### src/rtl/seven_seg_scan_decoder.sv
// Recovers hex nibbles from a scanned, active-low seven-segment bus into a register bank.
// Optional SEG_DECODE_ERR_COUNT_EN adds a saturating err_count output.
module seven_seg_scan_decoder #(
    parameter int unsigned NUM_DIGITS    = 4,
    parameter int unsigned STABLE_CYCLES = 4
) (
    input  logic                    clock,
    input  logic                    reset_n,
    input  logic [6:0]              seg_in,
    input  logic [NUM_DIGITS-1:0]   an_in,
    input  logic                    clear_flags,
    output logic [4*NUM_DIGITS-1:0] digits_out,
    output logic [NUM_DIGITS-1:0]   digit_valid,
    output logic                    frame_done,
    output logic                    bad_pattern,
`ifdef SEG_DECODE_ERR_COUNT_EN
    output logic                    anode_err,
    output logic [7:0]              err_count
`else
    output logic                    anode_err
`endif
);

    localparam logic [1:0] ST_WAIT    = 2'd0;
    localparam logic [1:0] ST_CAPTURE = 2'd1;
    localparam logic [1:0] ST_HOLD    = 2'd2;

    localparam logic [7:0] STABLE_MAX = 8'(STABLE_CYCLES);

    logic [6:0]            seg_s1, seg_s2;
    logic [NUM_DIGITS-1:0] an_s1, an_s2;
    logic [7:0]            stable_cnt;
    logic [1:0]            state, state_next;
    logic [NUM_DIGITS-1:0] seen;

    logic                  sample_changing;
    logic [NUM_DIGITS-1:0] an_low;
    logic                  any_low, one_low;
    logic [4:0]            decoded;
    logic                  legal;
    logic [3:0]            nibble;
    logic                  capture, cap_digit, cap_bad, cap_multi;
    logic [NUM_DIGITS-1:0] seen_merged;
    logic                  frame_hit;

    function automatic logic [4:0] decode_seg(input logic [6:0] seg);
        logic [4:0] r;
        case (seg)
            7'h40:   r = {1'b1, 4'h0};
            7'h79:   r = {1'b1, 4'h1};
            7'h24:   r = {1'b1, 4'h2};
            7'h30:   r = {1'b1, 4'h3};
            7'h19:   r = {1'b1, 4'h4};
            7'h12:   r = {1'b1, 4'h5};
            7'h02:   r = {1'b1, 4'h6};
            7'h78:   r = {1'b1, 4'h7};
            7'h00:   r = {1'b1, 4'h8};
            7'h10:   r = {1'b1, 4'h9};
            7'h08:   r = {1'b1, 4'hA};
            7'h03:   r = {1'b1, 4'hB};
            7'h46:   r = {1'b1, 4'hC};
            7'h21:   r = {1'b1, 4'hD};
            7'h06:   r = {1'b1, 4'hE};
            7'h0E:   r = {1'b1, 4'hF};
            default: r = {1'b0, 4'h0};
        endcase
        return r;
    endfunction

    always_ff @(posedge clock or negedge reset_n) begin
        if (!reset_n) begin
            seg_s1 <= '1;
            seg_s2 <= '1;
            an_s1  <= '1;
            an_s2  <= '1;
        end else begin
            seg_s1 <= seg_in;
            seg_s2 <= seg_s1;
            an_s1  <= an_in;
            an_s2  <= an_s1;
        end
    end

    // Looking at stage 1 lets the counter restart on the same edge the sample changes.
    assign sample_changing = (seg_s1 != seg_s2) || (an_s1 != an_s2);

    always_ff @(posedge clock or negedge reset_n) begin
        if (!reset_n) begin
            stable_cnt <= '0;
        end else if (sample_changing) begin
            stable_cnt <= 8'd1;
        end else if (stable_cnt != STABLE_MAX) begin
            stable_cnt <= stable_cnt + 8'd1;
        end
    end

    always_comb begin
        state_next = state;
        case (state)
            ST_WAIT:    if (stable_cnt == STABLE_MAX && !sample_changing) state_next = ST_CAPTURE;
            ST_CAPTURE: state_next = sample_changing ? ST_WAIT : ST_HOLD;
            ST_HOLD:    if (sample_changing) state_next = ST_WAIT;
            default:    state_next = ST_WAIT;
        endcase
    end

    always_ff @(posedge clock or negedge reset_n) begin
        if (!reset_n) begin
            state <= ST_WAIT;
        end else begin
            state <= state_next;
        end
    end

    assign an_low    = ~an_s2;
    assign any_low   = |an_low;
    assign one_low   = any_low && ((an_low & (an_low - 1'b1)) == '0);
    assign decoded   = decode_seg(seg_s2);
    assign legal     = decoded[4];
    assign nibble    = decoded[3:0];

    assign capture   = (state == ST_CAPTURE);
    assign cap_digit = capture && one_low;
    assign cap_bad   = cap_digit && !legal;
    assign cap_multi = capture && any_low && !one_low;

    // Clear drops the old mask but never the bit set by a coincident capture.
    assign seen_merged = (clear_flags ? '0 : seen) | (cap_digit ? an_low : '0);
    assign frame_hit   = cap_digit && (seen_merged == '1);

    always_ff @(posedge clock or negedge reset_n) begin
        if (!reset_n) begin
            digits_out  <= '0;
            digit_valid <= '0;
            seen        <= '0;
            frame_done  <= 1'b0;
            bad_pattern <= 1'b0;
            anode_err   <= 1'b0;
        end else begin
            for (int unsigned i = 0; i < NUM_DIGITS; i++) begin
                if (cap_digit && an_low[i]) begin
                    digit_valid[i] <= legal;
                    if (legal) begin
                        digits_out[4*i +: 4] <= nibble;
                    end
                end
            end
            seen        <= frame_hit ? '0 : seen_merged;
            frame_done  <= frame_hit;
            bad_pattern <= cap_bad | (bad_pattern & ~clear_flags);
            anode_err   <= cap_multi | (anode_err & ~clear_flags);
        end
    end

`ifdef SEG_DECODE_ERR_COUNT_EN
    logic err_event;
    assign err_event = cap_bad | cap_multi;

    always_ff @(posedge clock or negedge reset_n) begin
        if (!reset_n) begin
            err_count <= '0;
        end else if (clear_flags) begin
            err_count <= err_event ? 8'd1 : 8'd0;
        end else if (err_event && err_count != 8'hFF) begin
            err_count <= err_count + 8'd1;
        end
    end
`endif

endmodule

### config.mk
export PLATFORM = sky130hd
export DESIGN_NAME = seven_seg_scan_decoder
export DESIGN_NICKNAME = d
export VERILOG_FILES = /design/src/rtl/seven_seg_scan_decoder.sv
export SDC_FILE = /design/constraint.sdc
export NUM_CORES = 1
export LEC_CHECK = 0
export CAP_MARGIN = 20
export CORE_MARGIN = 5
export CORE_UTILIZATION = 23
export CTS_CLUSTER_SIZE = 30
export DETAILED_ROUTE_END_ITERATION = 7
export PLACE_DENSITY_LB_ADDON = 0.12
export SYNTH_ARGS = -nofsm -noshare
export SYNTH_HDL_FRONTEND = slang
export SYNTH_SLANG_ARGS = --single-unit
### constraint.sdc
create_clock -name clock -period 2.8 [get_ports clock]
set_input_delay 0.84 -clock clock [delete_from_list [all_inputs] [get_ports clock]]
set_output_delay 0.84 -clock clock [all_outputs]
set_load 0.1 [all_outputs]
==> flow_summary.yaml, run 1 <==
setup_path:
  regToRegSetupSlack_ps: 530
  path_class: "register to register"
  r2r_cells: 5
  critPathArrivalTime_ps: 2470
  required_ps: 3000
  r2r-end: "digits_out[12]$_DFFE_PN0P_"
  crit_fanout: 11
  worstReg2RegStart: "seg_s2[5]$_DFF_PN1_"
  startpoint_type: "register"
  cp-end-kind: "register"
floorplan:
  ios: 37
  die_h_um: 119.7
  die-width_um: 119.7
  start_util_pct: 23.25
  rows: 40
  core_mm2: 0.01191
  dieArea_mm2: 0.01433
synth:
  syn-instance-count: 243
  synthArstFlopShare_pct: 100.0
  syn_nets: 259
  yosys_warnings: 0
  synthesis.area_mm2: 0.002769
  synth_area_per_cell_um2: 11.39
  synth_top_area_cell: "dfrtp_1"
  ys.flop_type: "dfrtp_1"
  synth_cell_types: 55
  synth_enable_flop_cells: 0
  synth-seq-cells: 59
  ys_seq_area_share_pct: 54.32
  synth.area.top_cells: "dfrtp_1, dfstp_2, xor2_1, nand3_1, a21oi_1"
  synth_top_area_share_pct: 33.44
finish:
  antenna_cells: 0
  layout_commonest_cell: "dfrtp_1"
  area_growth_pct: 27.88
  post-route-cell-area_mm2: 0.003541
  layout_common_cells: "dfrtp_1, buf_4, dfstp_2"
  fin_util_pct: 29.73
  n_fill_cell: 1223
  drive_gt1_share_pct: 28.01
  nets: 293
sta:
  rsz0062_at_grt: "no"
  maxSlewViolCount: 0
  post-route-min-period_ps: 2273
  fmax_mhz: 440.0
  setup_tns_ps: 0
  slew-limit-headroom_pct: 63.01
  min_period_over_period_pct: 81.18
  tightestPinTransition_ps: 554.9
  finClkSkew_ps: 9.158
  setup_viol: 0
  hold_viol: 0
pwr:
  power.leakage_nw: 1.533
  power_density_mw_per_mm2: 652.0
  vdd_drop_max_uv: 283.7
cts:
  clk_latency_ps: 320
  clockBufferDepth: 2
  tritoncts: "built"
  ctsResizeCount: 0
  post_cts_buffers: 0
  clock_tree.root_cell: "clkbuf_16"
  postCtsHoldBufs: 0
  clock_sinks: 59
  cts_buffers: 9
  clk_pin_slew_worst_paths_ps: 50
  h-tree-depth: 3
drt:
  wl_mm: 6.224
  drcViolationCount: 0
  via_count: 1907
  viasPerCell: 4.445
  drt_iter0_drc: 73
  wl_per_cell_um: 14.51
  ant_nets: 0
  drt_first_pass_iters: 4
hold_path:
  hold_start: "an_s1[1]$_DFF_PN1_"
  hold_path_depth: 0
  whs_endpoint: "an_s2[1]$_DFF_PN1_"
  hp-class: "register to register"
run:
  max_cap_violations: 0
grt:
  grt_pass1_vias: 1989
  grt_max_degree: 38
  gr-usage-all-layers_pct: 9.406
  grt_overflow: 0
  antenna_found_initial: 0
  grt_pass1_wl_mm: 10.76
placed_design:
  portBuffers: 36
  placed_cell_area_mm2: 0.003189
  gp_congestion: 0.7300
  dp_hpwl_mm: 4.481
run_status:
  outcome: "complete, no violations"
stage by stage:
step	instances	hold slack [ps]	power (W)	setup slack, ps
2_1_floorplan	243	359.8	0.0009802	750.8
3_3_place_gp	413	361.9	0.001035	349.1
5_1_grt	429	369.2	0.002401	449.9
3_5_place_dp	413	363.1	0.001034	379.5
4_1_cts	429	363.5	0.002352	520.9
6_report	429	364.5	0.002309	527.1
flip-flops by register name, indices dropped and copies added, names as in the netlist:
name	count
an_s1	4
an_s2	4
anode_err	1
bad_pattern	1
digit_valid	4
digits_out	16
frame_done	1
seen	4
seg_s1	7
seg_s2	7
stable_cnt	8
state	2
cells by family (layout without fill, tap and decap cells):
kind of cell	Yosys count	count (layout)	synth area share (%)
and+or+nand+nor	75	75	15.00
DFF	59	59	54.32
AOI/OAI and AO/OA	55	55	15.46
buffers and inverters	23	62	4.293
xor gates and xnor gates	19	19	6.010
muxes	10	10	4.021
adders and majority gates	2	2	0.9036
cell usage after synthesis (2+ instances only):
cell type / instances
nand4_1: 2
dfstp_2: 22
nand2_1: 9
nor3_1: 2
ha_1: 2
nor2b_1: 2
clkbuf_1: 2
and3_1: 2
nand3_1: 15
nor2_1: 16
buf_4: 4
buf_2: 8
mux2_1: 4
nor4b_1: 2
a32o_1: 2
dfrtp_1: 37
mux2i_1: 4
nand2b_1: 9
and2_1: 2
o22ai_1: 3
a21o_1: 5
xnor2_1: 3
nor4_1: 3
o21ai_0: 12
a211oi_1: 5
inv_1: 8
o21a_1: 2
a21oi_1: 12
a31oi_2: 3
xor2_1: 16
how the worst max path moves through the flow:
stage / from / endpoint / slack (ps) / cells past startpoint
after floorplan: an_s2[0]$_DFF_PN1_ / digits_out[12]$_DFFE_PN0P_ / 750 / 6
after global placement: clear_flags / seen[3]$_DFF_PN0_ / 350 / 6
after detailed placement: clear_flags / seen[3]$_DFF_PN0_ / 380 / 6
after CTS: seg_s2[5]$_DFF_PN1_ / digits_out[12]$_DFFE_PN0P_ / 520 / 5
after global routing: seg_s2[5]$_DFF_PN1_ / digits_out[13]$_DFFE_PN0P_ / 450 / 5
final: seg_s2[5]$_DFF_PN1_ / digits_out[12]$_DFFE_PN0P_ / 530 / 5
final cells by class:
type | instances | area (um2) | area share [%]
clock buffers | 11 | 252.7 | 7.138
inverters | 8 | 30.03 | 0.8481
well taps | 147 | 183.9 | 5.194
flip-flops and latches | 59 | 1504 | 42.47
multi-input cells | 161 | 1146 | 32.37
repair buffers | 38 | 325.3 | 9.187
clock inverters | 5 | 98.84 | 2.792
power by group:
group | total, W | internal (W) | switching (W)
Combinational | 0.0000989 | 0.0000468 | 0.0000521
Clock | 0.00129 | 0.000913 | 0.000379
Sequential | 0.000918 | 0.000885 | 0.0000337
Total | 0.00231 | 0.00184 | 0.000465
critical path, stage by stage (launching register included):
cell and delay, ps:
dfstp_2 650, nand4bb_1 220, o2bb2a_4 270, o21a_1 310, a31oi_2 350, mux2_1 360
routing by layer:
| layer | GRT usage, % | share of wire [%] | up-vias |
|---|---|---|---|
| li1 | - | - | 929 |
| met3 | 3.063 | 4.7 | 9 |
| met2 | 14.02 | 43 | 43 |
| met1 | 13.00 | 51 | 926 |
| met5 | 0 | 0 | - |
| met4 | 2.792 | 1.1 | 0 |
Note: power is estimated with default switching activity, not from simulation.
==> run 2: changes to the inputs <==
==> constraint.sdc (replaced) <==
create_clock -name clock -period 1.9 [get_ports clock]
set_input_delay 0.57 -clock clock [delete_from_list [all_inputs] [get_ports clock]]
set_output_delay 0.57 -clock clock [all_outputs]
set_load 0.1 [all_outputs]
==> run 2 against run 1 <==
Effect of this change:
- the flow now finishes with violations (negative setup slack)
- design area is 25% higher
- core utilization increased by 7.4 points
- via count increased by 11%
- die area unchanged
- sequential share of layout area shrank 8.5 points
- first-iteration DRC count shrank 25%
- largest cell class unchanged
==> flow_summary.yaml, run 2 (same netlist as run 1, synthesis figures left out) <==
drt:
  viasPerCell: 4.346
  drt_first_pass_iters: 4
  via_count: 2112
  ant_nets: 0
  drt_iter0_drc: 55
  wl_mm: 6.806
  drcViolationCount: 0
  wl_per_cell_um: 14.00
finish:
  drive_gt1_share_pct: 46.61
  layout_commonest_cell: "buf_4"
  fin_util_pct: 37.16
  reg.largest.list: "digits_out: 16 flops, stable_cnt: 8 flops"
  seqCellArea_mm2: 0.001504
  area_growth_pct: 59.87
  layout_common_cells: "buf_4, dfrtp_1, buf_12"
  antenna_cells: 0
  nets: 350
  post-route-cell-area_mm2: 0.004427
  multi_input_area_mm2: 0.001313
  largest_register: "digits_out"
  n_fill_cell: 1194
  largest_reg_flops: 16
sta:
  worst_slack_ps: -86.37
  fmax_mhz: 503.4
  maxSlewViolCount: 0
  finClkSkew_ps: 8.824
  setup_tns_ps: -610.6
  min_period_over_period_pct: 104.5
  fin_hold_ws_ps: 255.0
  hold_viol: 0
  setup_viol: 11
  tightestPinTransition_ps: 378.2
  post-route-min-period_ps: 1986
  slew-limit-headroom_pct: 74.71
  rsz0062_at_grt: "yes"
pwr:
  power_density_mw_per_mm2: 720.1
  switching_share_pct: 22.15
  clkPwrFrac_pct: 50.0
  pwr-share-seq_pct: 41.8
  intPower_w: 0.002482
  power.leakage_nw: 1.900
  vdd_drop_max_uv: 302.7
  p_sw_w: 0.0007061
  total_power_w: 0.003188
  p_comb_share_pct: 8.2
grt:
  use_met2_pct: 14.55
  grt_pass1_vias: 2201
  grtUsageMet3_pct: 2.592
  grt_overflow: 0
  top_usage_layer: "met2"
  antenna_found_initial: 0
  grt_pass1_wl_mm: 11.22
  grt_max_degree: 60
  gr-usage-all-layers_pct: 9.875
  gr-usage-met1_pct: 13.24
floorplan:
  rows: 40
  die-width_um: 119.7
  die_h_um: 119.7
  core_mm2: 0.01191
  start_util_pct: 23.25
  ios: 37
  dieArea_mm2: 0.01433
run_status:
  outcome: "finished, violations left"
  violations: "negative setup slack"
setup_path:
  crit_fanout: 6
  startpoint_type: "register"
  crit_family: "flip-flops"
  crit_chain: "nor4bb_4, o21a_1, a311oi_4, buf_4, a31oi_4, mux2_1"
  cp_slowest_cell: "dfstp_2"
  worst-path-stages: 6
  critPathArrivalTime_ps: 2190
  path_class: "register to register"
  cp-end-kind: "register"
  cpPeakStageDelay_ps: 600
  cp_num_buf_inv: 1
  r2r_cells: 6
  required_ps: 2100
cts:
  clock_sinks: 59
  clk_latency_ps: 330
  tritoncts: "built"
  clockBufferDepth: 2
  clk_pin_slew_worst_paths_ps: 50
  h-tree-depth: 3
  clock_tree.root_cell: "clkbuf_16"
  cts_buffers: 9
placed_design:
  portBuffers: 36
  placed_cell_area_mm2: 0.003839
  dp_hpwl_mm: 4.881
  gp_congestion: 0.7913
hold_path:
  hp-class: "input pin to asynchronous set/reset pin"
run:
  max_cap_violations: 0
run 2: cell types whose count changed in the layout (fill, tap and decap cells not counted), sizes merged:
cell      previous run  this run
clkbuf              11        13
clkinv               2         3
buf                 26        81
bufinv               3         1
clkinvlp             0         1
run 2: final timing paths:
path | startpoint | end | slack [ps]
min in group clock | seg_s1[3]$_DFF_PN1_ | seg_s2[3]$_DFF_PN1_ | 370
max in group asynchronous | reset_n | an_s2[3]$_DFF_PN1_ | 1330
max reg2reg | seg_s2[0]$_DFF_PN1_ | digits_out[9]$_DFFE_PN0P_ | -90
max | seg_s2[0]$_DFF_PN1_ | digits_out[9]$_DFFE_PN0P_ | -90
min | reset_n | digits_out[1]$_DFFE_PN0P_ | 260
min reg2reg | seg_s1[3]$_DFF_PN1_ | seg_s2[3]$_DFF_PN1_ | 370
run 2: per-stage QoR:
step	worst slack (ps)	instances
detailed placement	-175.0	458
global route	-172.3	486
finish	-86.37	486
global placement	-148.6	458
floorplan	-67.85	243
CTS	-97.90	481
run 2: cell type report:
class,instances,area share [%]
Sequential cell,59,33.97
Multi-Input combinational cell,161,29.65
Clock buffer,11,5.483
Inverter,8,0.6783
Clock inverter,5,1.187
Tap cell,147,4.155
Timing Repair Buffer,95,24.87
run 2: routing by layer:
layer	wire [um]	share of wire (%)
met4	212	3.1
met2	3018	44
met1	3275	48
met3	299	4.4
met5	0	0
run 2: power groups by stage:
stage	combinational, W	clock, W	sequential, W
floorplan	0.000119	0	0.00134
global placement	0.000223	0	0.00135
detailed placement	0.000222	0	0.00136
CTS	0.000236	0.00166	0.00133
global route	0.000287	0.00170	0.00134
finish	0.000261	0.00159	0.00133
run 2: what timing repair did:
item,4_1_cts,5_1_grt
buffers inserted,7,6
cloned,0,1
hold buffers,0,0
endpoints found under the setup margin,17,28
pin swaps,4,9
resized for setup,10,36
run 2: worst register-to-register path: stages (launching register included):
cell and delay, ps:
dfstp_2 600, nor4bb_4 310, o21a_1 220, a311oi_4 60, buf_4 180, a31oi_4 170
mux2_1 350
